**src/rtl/counter_seq_pkg.sv**
```systemverilog
`default_nettype none
// ============================================================================
//  Module      : counter_seq_pkg
//  Description : Shared state encoding and default widths for the
//                counter_seq_ctrl run/pause/abort counter controller.
//  Revision    : 1.0  initial release
// ============================================================================
package counter_seq_pkg;

  localparam int c_default_width  = 4;
  localparam int c_default_pass_w = 4;

  typedef enum logic [1:0] {
    S_IDLE  = 2'd0,
    S_RUN   = 2'd1,
    S_PAUSE = 2'd2,
    S_DONE  = 2'd3
  } state_t;

endpackage
`default_nettype wire

```
**src/rtl/counter_seq_ctrl_tff_counter.sv**
```systemverilog
`default_nettype none
// ============================================================================
//  Module      : tff_counter
//  Description : WIDTH-bit synchronous up counter built from T flip-flops.
//                Bit i toggles when the enable is high and every lower bit
//                is 1. Synchronous clear overrides counting.
//  Revision    : 1.0  initial release
// ============================================================================
module tff_counter #(
  parameter int WIDTH = 4
) (
  input  logic             clk,
  input  logic             reset,
  input  logic             en,
  input  logic             clear,
  output logic [WIDTH-1:0] q
);

  logic [WIDTH-1:0] w_t;

  // Per-bit toggle enables: a bit flips only when all bits below it are set.
  generate
    for (genvar i = 0; i < WIDTH; i++) begin : g_toggle
      if (i == 0) begin : g_lsb
        assign w_t[i] = en;
      end else begin : g_upper
        assign w_t[i] = en & (&q[i-1:0]);
      end
    end
  endgenerate

  // Count register: reset or clear forces zero, otherwise toggle selected bits.
  always_ff @(posedge clk) begin
    if (!reset || clear) begin
      q <= '0;
    end else begin
      q <= q ^ w_t;
    end
  end

endmodule
`default_nettype wire

```
**src/rtl/counter_seq_ctrl.sv**
```systemverilog
`default_nettype none
// ============================================================================
//  Module      : counter_seq_ctrl
//  Description : Run controller for a 0..limit counter. Counts a programmed
//                number of full wraps (or forever when passes is 0), supports
//                pause and abort, and pulses done for one cycle on normal
//                completion. y flags the count matching either latched
//                compare value while busy.
//  Revision    : 1.0  initial release
// ============================================================================
module counter_seq_ctrl
  import counter_seq_pkg::*;
#(
  parameter int WIDTH  = c_default_width,
  parameter int PASS_W = c_default_pass_w
) (
  input  logic              clk,
  input  logic              reset,
  input  logic              start,
  input  logic              pause,
  input  logic              abort,
  input  logic [WIDTH-1:0]  limit,
  input  logic [PASS_W-1:0] passes,
  input  logic [WIDTH-1:0]  cmp_a,
  input  logic [WIDTH-1:0]  cmp_b,
  output logic [WIDTH-1:0]  q,
  output logic              y,
  output logic              busy,
  output logic              done,
  output logic [PASS_W-1:0] pass_cnt
);

  state_t             r_state;
  state_t             w_next_state;
  logic [WIDTH-1:0]   r_limit;
  logic [WIDTH-1:0]   r_cmp_a;
  logic [WIDTH-1:0]   r_cmp_b;
  logic [PASS_W-1:0]  r_passes;
  logic [PASS_W-1:0]  r_pass_cnt;
  logic [PASS_W-1:0]  w_pass_inc;
  logic               w_accept;
  logic               w_step;
  logic               w_kill;
  logic               w_wrap;
  logic               w_finish;
  logic               w_cnt_en;
  logic               w_cnt_clear;

  assign w_pass_inc = r_pass_cnt + {{(PASS_W-1){1'b0}}, 1'b1};

  // Next-state and step decode. Leaving PAUSE with pause low counts on that
  // same edge, so a pause held for N edges delays the run by exactly N.
  always_comb begin
    w_next_state = r_state;
    w_accept     = 1'b0;
    w_step       = 1'b0;
    w_kill       = 1'b0;
    w_wrap       = 1'b0;
    w_finish     = 1'b0;
    case (r_state)
      S_IDLE: begin
        if (start && !abort) begin
          w_accept     = 1'b1;
          w_next_state = S_RUN;
        end
      end
      S_RUN, S_PAUSE: begin
        if (abort) begin
          w_kill       = 1'b1;
          w_next_state = S_IDLE;
        end else if (pause) begin
          w_next_state = S_PAUSE;
        end else begin
          w_step       = 1'b1;
          w_next_state = S_RUN;
        end
      end
      S_DONE: begin
        w_next_state = S_IDLE;
      end
      default: begin
        w_next_state = S_IDLE;
      end
    endcase
    w_wrap   = w_step && (q == r_limit);
    w_finish = w_wrap && (r_passes != '0) && (w_pass_inc == r_passes);
    if (w_finish) begin
      w_next_state = S_DONE;
    end
  end

  // Wrap, abort and start acceptance all return the counter to zero via clear.
  assign w_cnt_en    = w_step && !w_wrap;
  assign w_cnt_clear = w_accept || w_wrap || w_kill;

  // State, latched run parameters and completed-wrap count.
  always_ff @(posedge clk) begin
    if (!reset) begin
      r_state    <= S_IDLE;
      r_limit    <= '0;
      r_passes   <= '0;
      r_cmp_a    <= '0;
      r_cmp_b    <= '0;
      r_pass_cnt <= '0;
    end else begin
      r_state <= w_next_state;
      if (w_accept) begin
        r_limit    <= limit;
        r_passes   <= passes;
        r_cmp_a    <= cmp_a;
        r_cmp_b    <= cmp_b;
        r_pass_cnt <= '0;
      end else if (w_kill) begin
        r_pass_cnt <= '0;
      end else if (w_wrap) begin
        r_pass_cnt <= w_pass_inc;
      end
    end
  end

  tff_counter #(
    .WIDTH (WIDTH)
  ) u_counter (
    .clk   (clk),
    .reset (reset),
    .en    (w_cnt_en),
    .clear (w_cnt_clear),
    .q     (q)
  );

  assign busy     = (r_state == S_RUN) || (r_state == S_PAUSE);
  assign done     = (r_state == S_DONE);
  assign pass_cnt = r_pass_cnt;
  assign y        = busy && ((q == r_cmp_a) || (q == r_cmp_b));

endmodule
`default_nettype wire

```
**config.mk**
```make
export PLATFORM = sky130hd
export DESIGN_NAME = counter_seq_ctrl
export DESIGN_NICKNAME = d
export VERILOG_FILES = /design/src/rtl/counter_seq_pkg.sv /design/src/rtl/counter_seq_ctrl_tff_counter.sv /design/src/rtl/counter_seq_ctrl.sv
export SDC_FILE = /design/constraint.sdc
export NUM_CORES = 1
export LEC_CHECK = 0
export CAP_MARGIN = 25
export CELL_PAD_IN_SITES_DETAIL_PLACEMENT = 0
export CELL_PAD_IN_SITES_GLOBAL_PLACEMENT = 2
export CORE_UTILIZATION = 28
export CTS_CLUSTER_DIAMETER = 120
export DETAILED_ROUTE_END_ITERATION = 6
export MAX_ROUTING_LAYER = met4
export PLACE_DENSITY = 0.81
export SYNTH_ARGS = -nofsm -noshare
export SYNTH_HDL_FRONTEND = slang
export SYNTH_SLANG_ARGS = --single-unit
```
**constraint.sdc**
```tcl
create_clock -name clk -period 2.25 [get_ports clk]
set_clock_uncertainty 0.2 [all_clocks]
set_input_delay 0.3375 -clock clk [delete_from_list [all_inputs] [get_ports clk]]
set_output_delay 0.3375 -clock clk [all_outputs]
set_load 0.005 [all_outputs]
```
# [Word level (Yosys, flattened, before mapping)]
# Index checks and enable logic that the tools add are counted.
[totals] rom_bits=0 out_inout_bits=11 regBits=26 latchBits=0 n_memories=0 mem_bits_rw=0 wordCells=53
[classes] bitwise_logic=5 eq_ne=8 n_mul=0 n_div=0 n_lt_le_gt_ge=0 addsub=1 n_reduce_logical=20 shifts=0 mux=12
[op_table] operator="equality test 4 bit" count=4
[op_table] operator="2-to-1 mux 2 bit" count=4
[op_table] operator="2-to-1 mux 1 bit" count=7
[op_table] operator="logical AND 1 bit" count=6
[op_table] operator="one-hot mux 2 bit (3 select lines)" count=1
[op_table] operator="logical OR 1 bit" count=5
[op_table] operator="adder 4 x 1 -> 4 bit (second input constant)" count=1
[op_table] operator="equality test 2 bit (second input constant)" count=2
[op_table] operator="nonzero test 4 bit" count=1
[op_table] operator="bitwise XOR 4 bit" count=1
[op_table] operator="AND 1 bit" count=3
[op_table] operator="logical NOT 1 bit" count=3
[op_table] operator="!= test 3 bit (second input constant)" count=1
[op_table] operator="AND reduction 3 bit" count=1
[op_table] operator="OR reduction 3 bit" count=1
[op_table] operator="equality test 2 x 1 -> 1 bit (second input constant)" count=1
[op_table] operator="logical NOT 2 bit" count=1
[op_table] operator="AND reduction 2 bit" count=1
[op_table] operator="OR reduction 2 bit" count=1
[op_table] operator="NOT 1 bit" count=1

# [Depth between registers and ports, before layout]
[depth] ltp_word=8 mapped_depth=8 ltp_nobuf=7

# [Hierarchy]
# A second synthesis with hierarchy kept.
[hier_totals] cells_unflattened=158 area_unflattened_um2=1320.0
[modules_own_cells] mod="counter_seq_ctrl" n_inst=1 cells_per_inst=142 area_each_um2=1137.3
[modules_own_cells] mod="tff_counter" n_inst=1 cells_per_inst=16 area_each_um2=182.7

# [Least setup slack after synthesis]
# No wires, ideal clock.
[synth_path] path_type="flip-flop to flip-flop" from="reg r_state[0]" to="reg u_counter.q[3]" n_path_buf=1 arrival_time_ns=1.849 setup_slack_ns=0.126 path_stages_with_launch=7 required_ns=1.975 path_cell_list="dfxtp_1 -> inv_1 -> ha_1 -> or3b_4 -> buf_6 -> or4_1 -> a31oi_1"
[synth_via] elab_chain_cells=8 elab_cells_between_ends=15 classes_between="eq/ne: 2; mux: 3; bitwise: 2; reduce/logical: 8"
[synth_rtl] element="from (decl)" line_no="counter_seq_ctrl.sv:33" text="state_t r_state;"
[synth_rtl] element="from (signal assigned)" line_no="counter_seq_ctrl.sv:106" text="r_state <= w_next_state;"
[synth_rtl] element="equality test 2 x 1 -> 1 bit / equality test 2 bit (equally long branches)" line_no="counter_seq_ctrl.sv:60" text="case (r_state)"
[synth_rtl] element="OR reduction 2 bit" line_no="counter_seq_ctrl.sv:60"
[synth_rtl] element="2-to-1 mux 1 bit" line_no="counter_seq_ctrl.sv:60"
[synth_rtl] element="logical AND 1 bit" line_no="counter_seq_ctrl.sv:85" text="w_wrap = w_step && (q == r_limit);"
[synth_rtl] element="logical NOT 1 bit" line_no="counter_seq_ctrl.sv:93" text="assign w_cnt_en = w_step && !w_wrap;"
[synth_rtl] element="logical AND 1 bit" line_no="counter_seq_ctrl.sv:93"
[synth_rtl] element="AND 1 bit" line_no="counter_seq_ctrl_tff_counter.sv:27" text="assign w_t[i] = en & (&q[i-1:0]);"
[synth_rtl] element="bitwise XOR 4 bit" line_no="counter_seq_ctrl_tff_counter.sv:37" text="q <= q ^ w_t;"
[synth_rtl] element="to (signal assigned)" line_no="counter_seq_ctrl_tff_counter.sv:37"
[synth_rtl] element="to (decl)" line_no="counter_seq_ctrl_tff_counter.sv:16" text="output logic [WIDTH-1:0] q"
# Parallel ways exist; a longest one is shown, timed or not.
# A chain may end at the register's enable or synchronous reset.

# [Worst setup path in the final report]
[layout_path] from="reg r_state[1]" to="out busy"
[layout_via] elab_chain_cells=2 elab_cells_between_ends=3 classes_between="eq/ne: 2; reduce/logical: 1"
[layout_rtl] element="equality test 2 x 1 -> 1 bit / equality test 2 bit (equally long branches)" line_no="counter_seq_ctrl.sv:131" text="assign busy = (r_state == S_RUN) || (r_state == S_PAUSE);"
[layout_rtl] element="logical OR 1 bit (*)" line_no="counter_seq_ctrl.sv:131"
[layout_rtl] element="to (decl)" line_no="counter_seq_ctrl.sv:28" text="output logic busy,"
# Mark *: on every way between the ends. The rest lies on a longest branch, timed or not.

==> impl_metrics.csv <==
group,metric,value,unit
run_status,status,"finished, violations left",
run_status,violations,"DRC",
logic_synthesis,syn-instance-count,164,
clock_tree,h-tree-depth,1,
setup_path,worstPathArrival,1.65,ns
setup_path,r2r_end,"u_counter.q[2]",
floorplanning,die_h,70.76,µm
timing,max_slew.worst_pin.slew,0.3052,ns
layout,antenna_cells,0,
power,cellInternalPower,0.0007083,W
layout,drive_above_1_share,9.000,%
setup_path,required,1.71,ns
layout,final_common_cell,"nand2_1",
placed_design,routabilityCongestion,0.7913,
global_routing,grt-ovfl-total,0,
floorplanning,dieArea,5007,µm²
run,max_cap_violations,0,
logic_synthesis,netlist_area,1324,µm²
setup_path,crit_path_end_kind,"output pin",
setup_path,path_max_fanout,4,
power,p_sw_share,26.46,%
power,power_density,538.7,nW/µm²
power,leakage,0.6383,nW
layout,fillers,462,
routing,ant_nets,0,
timing,period_share,97.02,%
global_routing,grt_pass1_vias,1166,
setup_path,cp-start-kind,"register",
global_routing,track_usage,14.40,%
floorplanning,placeableCoreArea,4444,µm²
setup_path,reg2regPathDepth,5,
timing,layout_setup_ws,0.06706,ns
routing,first_iter_violations,70,
floorplanning,die_w,70.76,µm
floorplanning,rows,24,
power,seqPwrFrac,51.5,%
setup_path,reg2reg_from,"r_state[1]",
routing,drc,4,
global_routing,antenna_found_initial,0,
clock_tree,cts_made_buffers,3,
timing,relSlewSlack,79.59,%
clock_tree,clock-root-buffer,"clkbuf_8",
floorplanning,ios,32,
min_path,hold_end,"r_cmp_b[2]",
power,p_clk_share,27.1,%
layout,nets,228,
clock_tree,post-cts-setup-buffers,0,
floorplanning,start_util,29.79,%
logic_synthesis,ys_seq_area_share,39.32,%
logic_synthesis,syn-num-nets,190,
placed_design,dp_worst_setup_slack,0.04613,ns
timing,hold_viol_final,0,
clock_tree,cts_tree,"yes",
layout,final_cell_mix,"nand2_1 (39), clkdlybuf4s50_1 (30), dfxtp_1 (26)",
power,p_sw,0.0002548,W
clock_tree,clk_pin_slew,0.09,ns
layout,area_growth,35.07,%
clock_tree,clkLatencyLatePin,0.27,ns
setup_path,r2r_setup_slack,0.10,ns
timing,slew_violations,0,
timing,setup_viol,0,
setup_path,critPathKind,"reg2out",
routing,wire_per_inst,13.25,µm
timing,fin_crit,2.183,ns
routing,num_vias,1235,
placed_design,hpwl,2497,µm
min_path,hold_depth,2,
min_path,min_path_type,"reg2reg",
timing,fin_setup_tns,0,ns
clock_tree,cts_buffer_depth,2,
global_routing,grt_start_max_net_pins,18,
power,ir_drop,0.1931,mV
routing,vias_per_cell,4.901,
logic_synthesis,yosysWarnings,0,
logic_synthesis,ys_ff_latch,26,
timing,fmax,0.4581,GHz
placed_design,io_buffers,31,
timing,rsz0062_at_grt,"false",
global_routing,grt_pass1_wl,5547,µm
clock_tree,clkSinkCount,26,
logic_synthesis,synth.distinct_cells,31,
min_path,hold_start,"r_cmp_b[2]",
routing,drt-total-wl,3340,µm
power,p_comb_share,21.4,%
routing,dr.pass1.iters,6,
logic_synthesis,syn_area_per_cell,8.072,µm²
==> routing by layer <==
layer	share of wire (%)	vias to the layer above	track usage (%)
li1	-	630	-
met1	50	556	20.63
met2	43	45	21.15
met3	6.4	4	2.422
met4	0.81	0	3.333
met5	0	-	-
==> synth_stat cells <==
master	number	area share [%]
nand2b_1	1	0.47
nand2_1	39	11
a21boi_0	1	0.57
nand3_1	6	2.3
buf_6	1	0.85
o22ai_1	2	0.95
o31ai_1	2	1.1
mux2i_1	1	0.76
xor2_1	2	1.3
nor4bb_1	1	0.76
or3b_4	1	0.85
inv_1	4	1.1
buf_2	4	1.5
xnor2_1	16	11
nor3b_1	2	1.1
a211oi_1	1	0.57
or2_2	2	0.95
or3_1	1	0.47
and3_1	3	1.4
and4_1	1	0.66
a31oi_1	2	0.95
nand4_1	4	1.9
nor2_1	3	0.85
clkbuf_1	3	0.85
ha_1	5	4.7
dfxtp_1	26	39
or4_1	4	2.3
clkbuf_2	1	0.38
o21ai_0	4	1.5
a21oi_1	20	7.6
clkinv_1	1	0.28
==> logic make-up after synthesis <==
kind of cell | share of synthesized area, %
adders and majority gates | 4.726
DFF | 39.32
muxes | 0.7562
and+or+nand+nor | 25.05
xor gates and xnor gates | 11.91
buffers and inverters | 5.008
AOI/OAI and AO/OA | 13.23
==> sequential cells by signal (all words and copies together) (netlist names) <==
register	flops
pass_cnt	4
r_cmp_a	4
r_cmp_b	4
r_limit	4
r_passes	4
u_counter.q	4
r_state	2
==> what timing repair did <==
item / 4_1_cts / 5_1_grt
pin swaps: 0 / 0
hold buffers: 0 / 0
gates cloned: 0 / 1
endpoints found under the setup margin: 1 / 4
gates resized for setup: 2 / 1
==> worst max-delay path, stage by stage, from the launching register on <==
cell and delay (ns):
dfxtp_1 0.37, inv_1 0.10, ha_4 0.30, buf_4 0.12, clkdlybuf4s50_1 0.49
==> how the worst max path moves through the flow <==
stage | from | end | slack [ns] | cells past startpoint
after global placement | abort | u_counter.q[2] | 0.07 | 4
after floorplan | r_state[0] | u_counter.q[3] | 0.13 | 6
after CTS | r_state[1] | busy | 0.03 | 4
after detailed placement | abort | u_counter.q[2] | 0.05 | 4
after global routing | r_state[1] | busy | 0.003 | 4
final | r_state[1] | busy | 0.07 | 4
==> power by group through the flow <==
stage                     combinational (W)  clock (W)  sequential [W]
final                              0.000206   0.000261        0.000496
after global routing               0.000229   0.000293        0.000499
after CTS                          0.000197   0.000267        0.000496
after detailed placement           0.000198          0        0.000507
after global placement             0.000193          0        0.000506
after floorplan                    0.000109          0        0.000502
==> area by class of cell <==
| type | count | area, µm² | area share, % |
|---|---|---|---|
| Clock buffer | 3 | 41.29 | 2.309 |
| Inverter | 5 | 18.77 | 1.050 |
| Multi-Input combinational cell | 125 | 758.2 | 42.41 |
| Sequential cell | 26 | 520.5 | 29.11 |
| Tap cell | 52 | 65.06 | 3.639 |
| Timing Repair Buffer | 41 | 384.1 | 21.48 |
==> metrics by stage <==
stage / util [%] / total power [W] / cell area, µm² / hold slack, ns / std cells
6_report: 40.23 / 0.0009631 / 1788 / 0.2722 / 252
5_1_grt: 40.23 / 0.001020 / 1788 / 0.2982 / 252
4_1_cts: 39.75 / 0.0009599 / 1767 / 0.2779 / 251
3_5_place_dp: 38.85 / 0.0007050 / 1727 / 0.2656 / 248
3_3_place_gp: 38.85 / 0.0006990 / 1727 / 0.2617 / 248
2_1_floorplan: - / 0.0006109 / 1324 / 0.2441 / 164
Power figures use the tool's default switching activity.
